$ cat src/rtl/frame_draw_sequencer_pkg.sv
// ============================================================================
// Module   : frame_draw_sequencer_pkg
// Brief    : Shared FSM encoding, default widths and helpers for the draw engine.
// Revision : 1.0 - initial release
// ============================================================================
`default_nettype none

package frame_draw_sequencer_pkg;

    localparam logic ON  = 1'b1;
    localparam logic OFF = 1'b0;

    localparam int DEF_NUM_LAYERS   = 4;
    localparam int DEF_X_WIDTH      = 9;
    localparam int DEF_Y_WIDTH      = 8;
    localparam int DEF_COLOUR_WIDTH = 6;

    localparam logic [7:0] OVERRUN_MAX = 8'hFF;

    typedef enum logic [1:0] {
        ST_WAIT = 2'd0,
        ST_DRAW = 2'd1,
        ST_GAP  = 2'd2,
        ST_DONE = 2'd3
    } fds_state_e;

    function automatic logic [7:0] sat_inc8(input logic [7:0] value);
        return (value == OVERRUN_MAX) ? value : value + 8'd1;
    endfunction

endpackage

`default_nettype wire

$ cat src/rtl/frame_draw_sequencer_if.sv
// ============================================================================
// Module   : frame_draw_sequencer_if
// Brief    : Layer handshake, pixel buses and VGA-side outputs of the draw engine.
// Revision : 1.0 - initial release
// ============================================================================
`default_nettype none

interface frame_draw_sequencer_if #(
    parameter int NUM_LAYERS   = 4,
    parameter int X_WIDTH      = 9,
    parameter int Y_WIDTH      = 8,
    parameter int COLOUR_WIDTH = 6
);
    logic                             run;
    logic [NUM_LAYERS-1:0]            layer_enable;
    logic [NUM_LAYERS-1:0]            layer_key_en;
    logic [NUM_LAYERS-1:0]            layer_draw;
    logic [NUM_LAYERS-1:0]            layer_done;
    logic [NUM_LAYERS*X_WIDTH-1:0]    layer_x;
    logic [NUM_LAYERS*Y_WIDTH-1:0]    layer_y;
    logic [NUM_LAYERS*COLOUR_WIDTH-1:0] layer_colour;
    logic [NUM_LAYERS-1:0]            layer_write;
    logic [X_WIDTH-1:0]               x_position;
    logic [Y_WIDTH-1:0]               y_position;
    logic [COLOUR_WIDTH-1:0]          colour;
    logic                             VGA_enable;
    logic                             frame_busy;
    logic                             frame_done;
    logic [7:0]                       overrun_count;

    modport master (
        output run, layer_enable, layer_key_en, layer_done,
        output layer_x, layer_y, layer_colour, layer_write,
        input  layer_draw, x_position, y_position, colour,
        input  VGA_enable, frame_busy, frame_done, overrun_count
    );

    modport slave (
        input  run, layer_enable, layer_key_en, layer_done,
        input  layer_x, layer_y, layer_colour, layer_write,
        output layer_draw, x_position, y_position, colour,
        output VGA_enable, frame_busy, frame_done, overrun_count
    );
endinterface

`default_nettype wire

$ cat src/rtl/frame_draw_sequencer_frame_timer.sv
// ============================================================================
// Module   : frame_draw_sequencer_frame_timer
// Brief    : Free-running frame counter gated by run; ticks on the last count.
// Revision : 1.0 - initial release
// ============================================================================
`default_nettype none

module frame_draw_sequencer_frame_timer #(
    parameter int FRAME_COUNT = 1666666,
    parameter int CNT_WIDTH   = 24
) (
    input  wire logic clock,
    input  wire logic reset,
    input  wire logic run_i,
    output logic      tick_o
);
    localparam logic [CNT_WIDTH-1:0] LAST = CNT_WIDTH'(FRAME_COUNT - 1);

    logic [CNT_WIDTH-1:0] count_q;
    logic [CNT_WIDTH-1:0] count_d;

    // A stopped timer restarts from zero so the first tick is a full frame away.
    always_comb begin
        count_d = count_q;
        if (!run_i) begin
            count_d = '0;
        end else if (count_q == LAST) begin
            count_d = '0;
        end else begin
            count_d = count_q + 1'b1;
        end
    end

    always_ff @(posedge clock) begin
        if (reset) begin
            count_q <= '0;
        end else begin
            count_q <= count_d;
        end
    end

    assign tick_o = run_i && (count_q == LAST);

endmodule

`default_nettype wire

$ cat src/rtl/frame_draw_sequencer.sv
// ============================================================================
// Module   : frame_draw_sequencer
// Brief    : Walks enabled draw layers per frame and forwards their pixels to VGA.
// Revision : 1.0 - initial release
// ============================================================================
`default_nettype none

module frame_draw_sequencer #(
    parameter int NUM_LAYERS   = 4,
    parameter int X_WIDTH      = 9,
    parameter int Y_WIDTH      = 8,
    parameter int COLOUR_WIDTH = 6,
    parameter int FRAME_COUNT  = 1666666,
    parameter int CNT_WIDTH    = 24,
    parameter logic [COLOUR_WIDTH-1:0] KEY_COLOUR = '0
) (
    input  wire logic clock,
    input  wire logic reset,
    frame_draw_sequencer_if.slave bus
);
    import frame_draw_sequencer_pkg::*;

    localparam int IDX_W = (NUM_LAYERS > 1) ? $clog2(NUM_LAYERS) : 1;
    localparam logic [NUM_LAYERS-1:0] LAYER_ONE = NUM_LAYERS'(1);

    fds_state_e              state_q, state_d;
    logic [IDX_W-1:0]        cur_q, cur_d;
    logic [NUM_LAYERS-1:0]   en_mask_q, en_mask_d;
    logic [NUM_LAYERS-1:0]   key_mask_q, key_mask_d;
    logic                    pending_q, pending_d;
    logic [7:0]              overrun_q, overrun_d;
    logic [X_WIDTH-1:0]      x_q, x_d;
    logic [Y_WIDTH-1:0]      y_q, y_d;
    logic [COLOUR_WIDTH-1:0] colour_q, colour_d;
    logic                    vga_en_q, vga_en_d;

    logic                    tick;
    logic                    start;
    logic [IDX_W-1:0]        first_idx, next_idx;
    logic                    first_found, next_found;
    logic                    cur_done, cur_write, cur_key;
    logic [X_WIDTH-1:0]      cur_x;
    logic [Y_WIDTH-1:0]      cur_y;
    logic [COLOUR_WIDTH-1:0] cur_colour;

    frame_draw_sequencer_frame_timer #(
        .FRAME_COUNT (FRAME_COUNT),
        .CNT_WIDTH   (CNT_WIDTH)
    ) u_frame_timer (
        .clock  (clock),
        .reset  (reset),
        .run_i  (bus.run),
        .tick_o (tick)
    );

    // Lowest enabled layer of the live mask (frame start) and next enabled above cur.
    always_comb begin
        first_idx   = '0;
        first_found = 1'b0;
        next_idx    = '0;
        next_found  = 1'b0;
        for (int i = NUM_LAYERS - 1; i >= 0; i--) begin
            if (bus.layer_enable[i]) begin
                first_idx   = IDX_W'(i);
                first_found = 1'b1;
            end
            if (en_mask_q[i] && (i > int'(cur_q))) begin
                next_idx   = IDX_W'(i);
                next_found = 1'b1;
            end
        end
    end

    assign cur_done   = bus.layer_done[cur_q];
    assign cur_write  = bus.layer_write[cur_q];
    assign cur_key    = key_mask_q[cur_q];
    assign cur_x      = bus.layer_x[int'(cur_q) * X_WIDTH +: X_WIDTH];
    assign cur_y      = bus.layer_y[int'(cur_q) * Y_WIDTH +: Y_WIDTH];
    assign cur_colour = bus.layer_colour[int'(cur_q) * COLOUR_WIDTH +: COLOUR_WIDTH];

    always_comb begin
        state_d    = state_q;
        cur_d      = cur_q;
        en_mask_d  = en_mask_q;
        key_mask_d = key_mask_q;
        pending_d  = pending_q;
        overrun_d  = overrun_q;
        start      = 1'b0;

        if (tick && (state_q != ST_WAIT)) begin
            overrun_d = sat_inc8(overrun_q);
            pending_d = ON;
        end

        case (state_q)
            ST_WAIT: start = tick | pending_q;
            ST_DRAW: if (cur_done) state_d = ST_GAP;
            ST_GAP: begin
                if (next_found) begin
                    state_d = ST_DRAW;
                    cur_d   = next_idx;
                end else begin
                    state_d = ST_DONE;
                end
            end
            ST_DONE: begin
                if (pending_q || tick) begin
                    start = 1'b1;
                end else begin
                    state_d = ST_WAIT;
                end
            end
            default: state_d = ST_WAIT;
        endcase

        // Starting a frame consumes any pending tick, including one that just arrived in DONE.
        if (start) begin
            pending_d  = OFF;
            en_mask_d  = bus.layer_enable;
            key_mask_d = bus.layer_key_en;
            if (first_found) begin
                state_d = ST_DRAW;
                cur_d   = first_idx;
            end else begin
                state_d = ST_DONE;
            end
        end
    end

    always_comb begin
        x_d      = '0;
        y_d      = '0;
        colour_d = '0;
        vga_en_d = OFF;
        if (state_q == ST_DRAW) begin
            x_d      = cur_x;
            y_d      = cur_y;
            colour_d = cur_colour;
            vga_en_d = cur_write & ~cur_done & ~(cur_key & (cur_colour == KEY_COLOUR));
        end
    end

    always_ff @(posedge clock) begin
        if (reset) begin
            state_q    <= ST_WAIT;
            cur_q      <= '0;
            en_mask_q  <= '0;
            key_mask_q <= '0;
            pending_q  <= 1'b0;
            overrun_q  <= '0;
            x_q        <= '0;
            y_q        <= '0;
            colour_q   <= '0;
            vga_en_q   <= 1'b0;
        end else begin
            state_q    <= state_d;
            cur_q      <= cur_d;
            en_mask_q  <= en_mask_d;
            key_mask_q <= key_mask_d;
            pending_q  <= pending_d;
            overrun_q  <= overrun_d;
            x_q        <= x_d;
            y_q        <= y_d;
            colour_q   <= colour_d;
            vga_en_q   <= vga_en_d;
        end
    end

    assign bus.layer_draw    = (state_q == ST_DRAW) ? (LAYER_ONE << cur_q) : '0;
    assign bus.frame_busy    = (state_q == ST_DRAW) || (state_q == ST_GAP);
    assign bus.frame_done    = (state_q == ST_DONE);
    assign bus.x_position    = x_q;
    assign bus.y_position    = y_q;
    assign bus.colour        = colour_q;
    assign bus.VGA_enable    = vga_en_q;
    assign bus.overrun_count = overrun_q;

endmodule

`default_nettype wire

$ cat src/flat_wrapper.sv
// flat-port wrapper written by rule: the top's interface ports become plain ports
module frame_draw_sequencer_flat import frame_draw_sequencer_pkg::*;
#(
    parameter int NUM_LAYERS   = 4,
    parameter int X_WIDTH      = 9,
    parameter int Y_WIDTH      = 8,
    parameter int COLOUR_WIDTH = 6,
    parameter int FRAME_COUNT  = 1666666,
    parameter int CNT_WIDTH    = 24,
    parameter logic [COLOUR_WIDTH-1:0] KEY_COLOUR = '0
)
  (clock, reset, bus_run, bus_layer_enable, bus_layer_key_en, bus_layer_done, bus_layer_x, bus_layer_y, bus_layer_colour, bus_layer_write, bus_layer_draw, bus_x_position, bus_y_position, bus_colour, bus_VGA_enable, bus_frame_busy, bus_frame_done, bus_overrun_count);
  frame_draw_sequencer_if #(.NUM_LAYERS(NUM_LAYERS), .X_WIDTH(X_WIDTH), .Y_WIDTH(Y_WIDTH), .COLOUR_WIDTH(COLOUR_WIDTH)) bus_i ();
  input  wire logic clock;
  input  wire logic reset;
  input wire logic [$bits(bus_i.run)-1:0] bus_run;
  input wire logic [$bits(bus_i.layer_enable)-1:0] bus_layer_enable;
  input wire logic [$bits(bus_i.layer_key_en)-1:0] bus_layer_key_en;
  input wire logic [$bits(bus_i.layer_done)-1:0] bus_layer_done;
  input wire logic [$bits(bus_i.layer_x)-1:0] bus_layer_x;
  input wire logic [$bits(bus_i.layer_y)-1:0] bus_layer_y;
  input wire logic [$bits(bus_i.layer_colour)-1:0] bus_layer_colour;
  input wire logic [$bits(bus_i.layer_write)-1:0] bus_layer_write;
  output wire logic [$bits(bus_i.layer_draw)-1:0] bus_layer_draw;
  output wire logic [$bits(bus_i.x_position)-1:0] bus_x_position;
  output wire logic [$bits(bus_i.y_position)-1:0] bus_y_position;
  output wire logic [$bits(bus_i.colour)-1:0] bus_colour;
  output wire logic [$bits(bus_i.VGA_enable)-1:0] bus_VGA_enable;
  output wire logic [$bits(bus_i.frame_busy)-1:0] bus_frame_busy;
  output wire logic [$bits(bus_i.frame_done)-1:0] bus_frame_done;
  output wire logic [$bits(bus_i.overrun_count)-1:0] bus_overrun_count;
  assign bus_i.run = bus_run;
  assign bus_i.layer_enable = bus_layer_enable;
  assign bus_i.layer_key_en = bus_layer_key_en;
  assign bus_i.layer_done = bus_layer_done;
  assign bus_i.layer_x = bus_layer_x;
  assign bus_i.layer_y = bus_layer_y;
  assign bus_i.layer_colour = bus_layer_colour;
  assign bus_i.layer_write = bus_layer_write;
  assign bus_layer_draw = bus_i.layer_draw;
  assign bus_x_position = bus_i.x_position;
  assign bus_y_position = bus_i.y_position;
  assign bus_colour = bus_i.colour;
  assign bus_VGA_enable = bus_i.VGA_enable;
  assign bus_frame_busy = bus_i.frame_busy;
  assign bus_frame_done = bus_i.frame_done;
  assign bus_overrun_count = bus_i.overrun_count;
  frame_draw_sequencer #(.NUM_LAYERS(NUM_LAYERS), .X_WIDTH(X_WIDTH), .Y_WIDTH(Y_WIDTH), .COLOUR_WIDTH(COLOUR_WIDTH), .FRAME_COUNT(FRAME_COUNT), .CNT_WIDTH(CNT_WIDTH), .KEY_COLOUR(KEY_COLOUR)) u_core (.clock(clock), .reset(reset), .bus(bus_i));
endmodule
$ cat config.mk
export PLATFORM = sky130hd
export DESIGN_NAME = frame_draw_sequencer_flat
export DESIGN_NICKNAME = d
export VERILOG_FILES = /design/src/rtl/frame_draw_sequencer_pkg.sv /design/src/rtl/frame_draw_sequencer_if.sv /design/src/rtl/frame_draw_sequencer_frame_timer.sv /design/src/rtl/frame_draw_sequencer.sv /design/src/flat_wrapper.sv
export SDC_FILE = /design/constraint.sdc
export NUM_CORES = 1
export LEC_CHECK = 0
export CAP_MARGIN = 20
export CORE_MARGIN = 8
export CORE_UTILIZATION = 43
export CTS_CLUSTER_SIZE = 40
export DETAILED_ROUTE_END_ITERATION = 12
export PLACE_DENSITY = 0.8
export SLEW_MARGIN = 20
export SYNTH_ARGS = -nofsm -noshare
export SYNTH_HDL_FRONTEND = slang
export SYNTH_HIERARCHICAL = 1
export SYNTH_SLANG_ARGS = --single-unit
$ cat constraint.sdc
create_clock -name clock -period 2.95 [get_ports clock]
set_clock_uncertainty 0.2 [all_clocks]
set_input_delay 0.59 -clock clock [delete_from_list [all_inputs] [get_ports clock]]
set_output_delay 0.59 -clock clock [all_outputs]
set_load 0.01 [all_outputs]
==> out/results.ini <==
[final_layout]
regArea_um2=1363
nets=638
fin_area_um2=5369
drive_gt1_share_pct=10.11
antenna_cells=0
multi_input_area_um2=2082
syn_to_final_growth_pct=49.56
finalNonFillerCells=629
num-fill-cells=657

[worst_setup_path]
cp-end-kind=primary output
worstSetupPathType=reg -> out
critPathLaunchType=register
critPathArrivalTime_ns=2.00
cp_max_fo=5
required_ns=2.16

[grt]
grt_pass1_vias=3410
track_usage_pct=19.91
grt_use_met3_pct=4.192
use_met1_pct=23.34
grt_pass1_wl_um=17930
grtUsageMet2_pct=34.60
grt_max_degree=29
antenna_found_initial=0
globalRoute.busiestLayer=met2
grt-ovfl-total=0

[power_and_ir_drop]
power_density_nw_per_um2=392.8
peakVddDrop_mv=0.3171
leakage_nw=1.904
design_power_total_mw=2.109

[synth]
yosysUniqueCellTypes=49
postSynthAreaPerCell_um2=9.781
synth-edff-count=0
synth_seq_area_share_pct=37.92
synthFlopType=dfxtp_1
yosys_warnings=6
ys_seq_elements=68
syn-num-nets=486
syn_inst=367
netlist_area_um2=3590
async_flop_share_pct=0

[sta]
fin_crit_sh_pct=94.74
rsz0062_at_grt=no
whs_ns=0.2901
setup_viol=0
relSlewSlack_pct=55.61
fmax_mhz=357.8
final_hold_viol_count=0
worst_pin_slew_ns=0.6651
fin_crit_ns=2.795
maxSlewViolCount=0
finalSetupTns_ns=0

[floorplan]
fp.dieH_um=107.4
row_count=33
initial_core_util_pct=43.91
dieArea_um2=11530
fp.coreArea_um2=8175
die_w_um=107.4
design.portCount=149

[cts]
post_cts_resize_count=0
path_clk_slew_ns=0.07
cts.htree.levels=3
post_cts_buffers=0
cts_hold_buf=0
cts_tree=built
cts.sinks=68
cts-root-buf=clkbuf_8
ctsLongestPathBuffers=2
insertion_delay_ns=0.34
cts_made_buffers=9

[place]
gp_congestion=0.9197
place_inst=613
hpwl_um=9196
place_area_um2=5202
io_buffer_count=148

[drt]
drtIter0Drc=236
viasPerCell=5.531
dr.pass1.iters=5
antenna_left=0
via_count=3479
route.detailed.drc=0
totalWireLength_um=11550
drt-wirelength-per-cell_um=18.37

[min_path]
hold_class=reg -> reg

[flow_run]
maxCapViolCount=0

[status]
outcome=complete, no violations

-- stage by stage --
stage | worst slack [ns] | utilization [%]
5_1_grt | 0.02392 | 65.67
4_1_cts | 0.1138 | 65.61
3_5_place_dp | 0.1351 | 63.64
2_1_floorplan | 0.3047 | -
6_report | 0.1551 | 65.67
3_3_place_gp | 0.1824 | 63.64
-- cell families (layout without fill, tap and decap cells) --
| group | count (synthesis) | after routing | share of synthesized area, % |
|---|---|---|---|
| buffers and inverters | 33 | 190 | 4.217 |
| muxes | 35 | 35 | 18.58 |
| xor gates and xnor gates | 18 | 18 | 4.392 |
| DFF | 68 | 68 | 37.92 |
| and+or+nand+nor | 159 | 159 | 23.95 |
| adders and majority gates | 8 | 8 | 2.789 |
| AOI/OAI and AO/OA | 46 | 46 | 8.156 |
-- sequential cells by signal, indices dropped and copies added (netlist names), 2 cells and up --
| register | flops |
|---|---|
| u_core/cur_q | 2 |
| u_core/u_frame_timer/count_q | 24 |
| u_core/bus.y_position | 8 |
| u_core/state_q | 2 |
| u_core/bus.overrun_count | 8 |
| u_core/bus.colour | 6 |
| u_core/key_mask_q | 4 |
| u_core/en_mask_q | 3 |
| u_core/bus.x_position | 9 |
-- synth_stat cells (7+ instances only) --
cell | n | area [µm²]
nor2_1 | 39 | 146.4
nand2_1 | 22 | 82.58
dfxtp_1 | 68 | 1361
inv_1 | 12 | 45.04
nand4_1 | 10 | 62.56
xor2_1 | 7 | 61.31
a21oi_1 | 13 | 65.06
nor2b_1 | 7 | 43.79
and3_1 | 25 | 156.4
o21ai_0 | 13 | 65.06
xnor2_1 | 11 | 96.34
clkbuf_1 | 8 | 30.03
nor4_1 | 9 | 56.30
ha_1 | 8 | 100.1
mux2i_1 | 10 | 100.1
mux4_2 | 20 | 450.4
or3_1 | 9 | 56.30
buf_2 | 10 | 50.05
nand3_1 | 12 | 60.06
-- where the power goes --
group	total (mW)	internal [mW]	leakage [nW]	switching (mW)
Sequential	0.980	0.962	0.550	0.0180
Clock	0.640	0.304	0.0803	0.335
Combinational	0.490	0.294	1.27	0.196
Total	2.11	1.56	1.90	0.549
-- per-layer routing --
layer	share of wire (%)	up-vias
met1	42	1647
li1	-	1669
met2	50	148
met4	1.6	0
met5	0	-
met3	6.6	15
-- cell type report --
class                      instances  area share, %
clock inverter                     4         0.4894
inverter                          12         0.8390
multi-input combinational        266          38.78
tap                              105          2.447
clock buffer                      12          2.517
sequential                        68          25.38
timing repair buffer             162          29.55
-- final timing paths --
check | start | endpoint | slack (ns) | depth (start not counted)
worst max-delay path | u_core/state_q[1]$_SDFFE_PP0P_ | bus_layer_draw[0] | 0.16 | 5
worst min-delay path | u_core/u_frame_timer/count_q[0]$_SDFF_PP0_ | u_core/u_frame_timer/count_q[0]$_SDFF_PP0_ | 0.29 | 1
worst max register to register | u_core/u_frame_timer/count_q[13]$_SDFF_PP0_ | u_core/bus.overrun_count[3]$_SDFFE_PP0P_ | 0.20 | 8
worst min register to register | u_core/u_frame_timer/count_q[0]$_SDFF_PP0_ | u_core/u_frame_timer/count_q[0]$_SDFF_PP0_ | 0.29 | 1
-- placed cells by master (no fill, tap or decap), types with 13 or more instances in the layout --
| cell type | n |
|---|---|
| nor2_1 | 39 |
| and3_1 | 25 |
| clkdlybuf4s50_1 | 148 |
| nand2_1 | 22 |
| buf_4 | 14 |
| o21ai_0 | 13 |
| dfxtp_1 | 67 |
| mux4_2 | 20 |
| a21oi_1 | 13 |
-- worst max-delay path, stage by stage (launching register included) --
cell,delay (ns)
dfxtp_1,0.34
inv_1,0.11
ha_1,0.19
nor2b_1,0.30
nor2b_1,0.18
clkdlybuf4s50_1,0.56
Power figures use the tool's default switching activity.
